$ cat config.mk
export PLATFORM = sky130hd
export DESIGN_NAME = countdown_alarm_ctrl
export DESIGN_NICKNAME = d
export VERILOG_FILES = /design/src/rtl/timer_pkg.sv /design/src/rtl/tick_gen.sv /design/src/rtl/countdown_alarm_ctrl.sv
export SDC_FILE = /design/constraint.sdc
export NUM_CORES = 1
export LEC_CHECK = 0
export ABC_AREA = 1
export CORE_MARGIN = 2
export CORE_UTILIZATION = 30
export DETAILED_ROUTE_END_ITERATION = 6
export GPL_TIMING_DRIVEN = 0
export PLACE_DENSITY = 0.54
export SLEW_MARGIN = 20
export SYNTH_ARGS = -nofsm -noshare
export SYNTH_HDL_FRONTEND = slang
export SYNTH_SLANG_ARGS = --single-unit
$ cat constraint.sdc
create_clock -name clk -period 5.1 [get_ports clk]
set_input_delay 0.51 -clock clk [delete_from_list [all_inputs] [get_ports clk]]
set_output_delay 0.51 -clock clk [all_outputs]
set_load 0.05 [all_outputs]
$ cat src/rtl/timer_pkg.sv
// timer_pkg: shared field widths, preset limits and FSM encoding for the countdown timers.
package timer_pkg;
  localparam int MIN_W = 7;
  localparam int SEC_W = 6;
  localparam logic [SEC_W-1:0] SEC_MAX = 6'd59;
  localparam logic [MIN_W-1:0] MIN_MAX = 7'd99;
  localparam logic [1:0] S_IDLE  = 2'd0;
  localparam logic [1:0] S_RUN   = 2'd1;
  localparam logic [1:0] S_PAUSE = 2'd2;
  localparam logic [1:0] S_ALARM = 2'd3;
endpackage

$ cat src/rtl/tick_gen.sv
// tick_gen: prescaler counting 0..CYCLES-1 while enabled, tick on the terminal count.
module tick_gen #(
  parameter int CYCLES = 50_000_000
) (
  input  logic clk,
  input  logic rst,
  input  logic en,
  input  logic clr,
  output logic tick
);
  localparam int W = CYCLES > 1 ? $clog2(CYCLES) : 1;
  localparam logic [W-1:0] TC = W'(CYCLES - 1);
  logic [W-1:0] cnt_q, cnt_d;
  assign tick = en && cnt_q == TC;
  always_comb cnt_d = (clr || tick) ? '0 : en ? cnt_q + 1'b1 : cnt_q;
  always_ff @(posedge clk or posedge rst)
    if (rst) cnt_q <= '0;
    else cnt_q <= cnt_d;
endmodule

$ cat src/rtl/countdown_alarm_ctrl.sv
// countdown_alarm_ctrl: mm:ss countdown with pause/resume and a timed, acknowledgeable alarm.
module countdown_alarm_ctrl
  import timer_pkg::*;
#(
  parameter int CRYSTAL_FREQUENCY = 50_000_000,
  parameter int ALARM_SECONDS     = 10
) (
  input  logic             clk,
  input  logic             rst,
  input  logic             start,
  input  logic             stop,
  input  logic [MIN_W-1:0] load_min,
  input  logic [SEC_W-1:0] load_sec,
  output logic [MIN_W-1:0] min_out,
  output logic [SEC_W-1:0] sec_out,
  output logic             running,
  output logic             flash_en,
  output logic             done
);
  localparam int AW = $clog2(ALARM_SECONDS + 1);
  logic [1:0] state_q, state_d;
  logic [MIN_W-1:0] min_q, min_d, min_dec;
  logic [SEC_W-1:0] sec_q, sec_d, sec_dec;
  logic [AW-1:0] acnt_q, acnt_d;
  logic running_q, running_d, flash_q, flash_d, done_q, done_d;
  logic tick, load, expire;
  assign load = state_q == S_IDLE && start && !stop && (load_min != '0 || load_sec != '0);
  tick_gen #(.CYCLES(CRYSTAL_FREQUENCY)) u_tick (
    .clk (clk),
    .rst (rst),
    .en  (state_q == S_RUN || state_q == S_ALARM),
    .clr (load),
    .tick(tick)
  );
  always_comb begin
    sec_dec = sec_q != '0 ? sec_q - 1'b1 : min_q != '0 ? SEC_MAX : '0;
    min_dec = (sec_q == '0 && min_q != '0) ? min_q - 1'b1 : min_q;
    expire  = tick && min_dec == '0 && sec_dec == '0;
  end
  always_comb begin
    state_d = state_q;
    min_d   = min_q;
    sec_d   = sec_q;
    acnt_d  = acnt_q;
    done_d  = 1'b0;
    case (state_q)
      S_IDLE: if (load) begin
        state_d = S_RUN;
        min_d   = load_min > MIN_MAX ? MIN_MAX : load_min;
        sec_d   = load_sec > SEC_MAX ? SEC_MAX : load_sec;
      end
      S_RUN: begin
        if (tick) begin
          min_d = min_dec;
          sec_d = sec_dec;
        end
        // reaching 00:00 takes precedence over a pause on the same edge
        if (expire) begin
          state_d = S_ALARM;
          done_d  = 1'b1;
          acnt_d  = '0;
        end else if (stop) state_d = S_PAUSE;
      end
      S_PAUSE: if (stop) begin
        state_d = S_IDLE;
        min_d   = '0;
        sec_d   = '0;
      end else if (start) state_d = S_RUN;
      default: if (start || stop) state_d = S_IDLE;
      else if (tick) begin
        acnt_d  = acnt_q + 1'b1;
        state_d = acnt_q == AW'(ALARM_SECONDS - 1) ? S_IDLE : S_ALARM;
      end
    endcase
    running_d = state_d == S_RUN;
    // flash trails the ALARM entry by one cycle but drops on the acknowledge edge
    flash_d   = state_q == S_ALARM && !(start || stop);
  end
  always_ff @(posedge clk or posedge rst)
    if (rst) begin
      state_q   <= S_IDLE;
      min_q     <= '0;
      sec_q     <= '0;
      acnt_q    <= '0;
      running_q <= 1'b0;
      flash_q   <= 1'b0;
      done_q    <= 1'b0;
    end else begin
      state_q   <= state_d;
      min_q     <= min_d;
      sec_q     <= sec_d;
      acnt_q    <= acnt_d;
      running_q <= running_d;
      flash_q   <= flash_d;
      done_q    <= done_d;
    end
  assign min_out  = min_q;
  assign sec_out  = sec_q;
  assign running  = running_q;
  assign flash_en = flash_q;
  assign done     = done_q;
endmodule

==> impl_metrics.ini <==
[run_status]
outcome = finished, final reports clean

[routing]
wl_per_cell_um = 13.6
antenna_left = 0
vias = 3237
first_iter_violations = 162
drc = 0
wirelength_mm = 9.08
vias_per_cell = 4.86
drt-pass1-iter-count = 5

[timing]
finalHoldViolCount = 0
slew_viol_final = 0
fin_ws_ps = 2860
fin_skew_ps = 10.0
hold_slack_ps = 530
finalCriticalPeriod_ps = 2240
period_share_pct = 43.8
setup_tns_ps = 0
setup_violations = 0
slew_headroom_pct = 61.9
rsz0062_at_grt = no
fmax_ghz = 0.447
worst_slew_pin_slew_ps = 572

[die]
initial_utilization_pct = 30.7
die_w_um = 112
pin_count = 33
die_area_um2 = 12500
coreArea_um2 = 11400
rows = 39
fp.dieH_um = 112

[cts]
postCtsSetupBuffers = 0
clock_latency_ps = 290
cts_root_buffer = clkbuf_16
cts_sinks = 48
htreeDepth = 2
cts_tree = built
cts_hold_buf = 0
numCtsBuffers = 5
clk_pin_slew_ps = 70
post_cts_resized = 0
clk_path_buf_depth = 2

[grt]
grt_use_total_pct = 15.2
overflow = 0
grt_pass1_vias = 3225
grt_max_degree = 32
antenna_found_initial = 0
grt_pass1_wl_mm = 15.7

[placed_design]
gp_congestion = 0.888
post-place-ws_ps = 2700
place_hpwl_mm = 7.00
portBuffers = 32

[power_and_ir_drop]
swShare_pct = 49.6
switchingPower_w = 0.00100
clockPowerShare_pct = 16.9
power_density_nw_per_um2 = 488
internal-power_w = 0.00102
irDropWorstVdd_mv = 0.415
leakage_nw = 1.80
seqPwrFrac_pct = 28.6
combinationalPowerShare_pct = 54.4

[synthesis]
synth_top_area_cell = dfrtp_1
avgSynthCellArea_um2 = 7.22
yosys_register_bits = 48
synthTopCellsByArea = dfrtp_1 (34%), nand2_1 (12%), inv_1 (6.5%)
yosysWarnings = 0
yosys.area.top_type_share_pct = 34.5
syn-instance-count = 483
ys_types = 39
synth_area_um2 = 3490
yosysSeqAreaShare_pct = 34.5
synth_nets = 512

[setup_path]
r2r-end = acnt_q[0]
endpoint_kind = register
rr_startpoint = state_q[1]
r2r_setup_slack_ps = 2860
cp.required_ps = 5280
crit_arrival_ps = 2410
ff2ff_path_depth = 15
startpoint_type = register
startpoint = state_q[1]
cp_max_fo = 5
path_class = reg -> reg

[flow_run]
maxCapViolCount = 0

[min_path]
hold_class = in -> async

[layout]
final_common_cell = nand2_1
n_antenna_cell = 0
drive_above_1_share_pct = 10.7
final_cell_mix = nand2_1 (110), inv_1 (59), nor2_1 (56)
final_nets = 552
area_delta_synth_final_pct = 19.1
area by class of cell:
type                    count  area (µm²)
clock buffers               6         139
inverters                  72         273
multi-input cells         357        1980
fillers                  1180        7220
well taps                 143         179
clock inverters             1        8.76
repair buffers             33         340
flip-flops and latches     48        1200
plain buffers               6        31.3
cells in the mapped netlist, drive strengths merged:
cell type	instances
nand2	117
nor3	21
a31oi	6
buf	6
a2bb2oi	1
nand3	27
nor2	73
nand4	17
clkinv	1
a32oi	1
o21ai	30
xnor2	3
a22oi	3
o21a	2
a21oi	13
nor4	5
dfrtp	48
xor2	18
o32ai	1
inv	71
and3	1
o31ai	3
ha	12
o22ai	2
o211ai	1
sequential cells by signal, summed over array words and instances (netlist names):
signal and count:
sec_out 6, running 1, min_out 7, state_q 2, done 1, acnt_q 4, flash_en 1, u_tick.cnt_q 26
worst max path at each step:
stage	to	slack (ps)	cells past startpoint
finish	acnt_q[0]	2860	15
floorplan	acnt_q[0]	2860	14
global placement	min_out[2]	2360	2
detailed placement	u_tick.cnt_q[20]	2700	11
CTS	u_tick.cnt_q[20]	2860	12
global route	acnt_q[0]	2620	15
power groups by stage:
stage          clock [W]  sequential [W]  combinational (W)
3_5_place_dp           0        0.000585            0.00110
3_3_place_gp           0        0.000584            0.00109
4_1_cts         0.000352        0.000579            0.00111
2_1_floorplan          0        0.000738           0.000629
5_1_grt         0.000370        0.000596            0.00122
6_report        0.000343        0.000580            0.00110
stage by stage:
stage,instance area [µm²],total power (W),instances,util (%)
finish,4150,0.00202,666,36.5
global route,4150,0.00218,666,36.5
CTS,4150,0.00204,666,36.5
detailed placement,4010,0.00169,659,35.2
global placement,3990,0.00168,658,35.1
floorplan,3490,0.00137,483,-
cells by family (layout without fill, tap and decap cells):
logic type      Yosys count  after routing  share of synthesized area (%)
xor+xnor                 21             21                           5.28
fa+ha+maj                12             12                           4.31
flops                    48             48                           34.5
buf+inv                  78            118                           8.72
compound gates           63             63                           10.6
simple gates            261            261                           36.6
metal layers:
layer	up-vias	GRT usage [%]	share of wire [%]
met4	0	5.84	2.0
met5	-	0	0
met3	16	2.40	3.1
met1	1502	20.7	48
met2	68	24.2	47
li1	1651	-	-
critical path, cell delays in order (launching register included):
cell	delay, ps
dfrtp_1	450
inv_1	130
ha_1	270
nor2_2	80
nor2_1	120
nand2_1	120
nor2_4	110
nand2_4	100
nor2_2	90
nand3_1	100
nor2_2	100
nand3_2	150
nor2_4	160
nor2_2	50
nand2_1	50
nand2_1	50
Note: power is estimated with default switching activity, not from simulation.
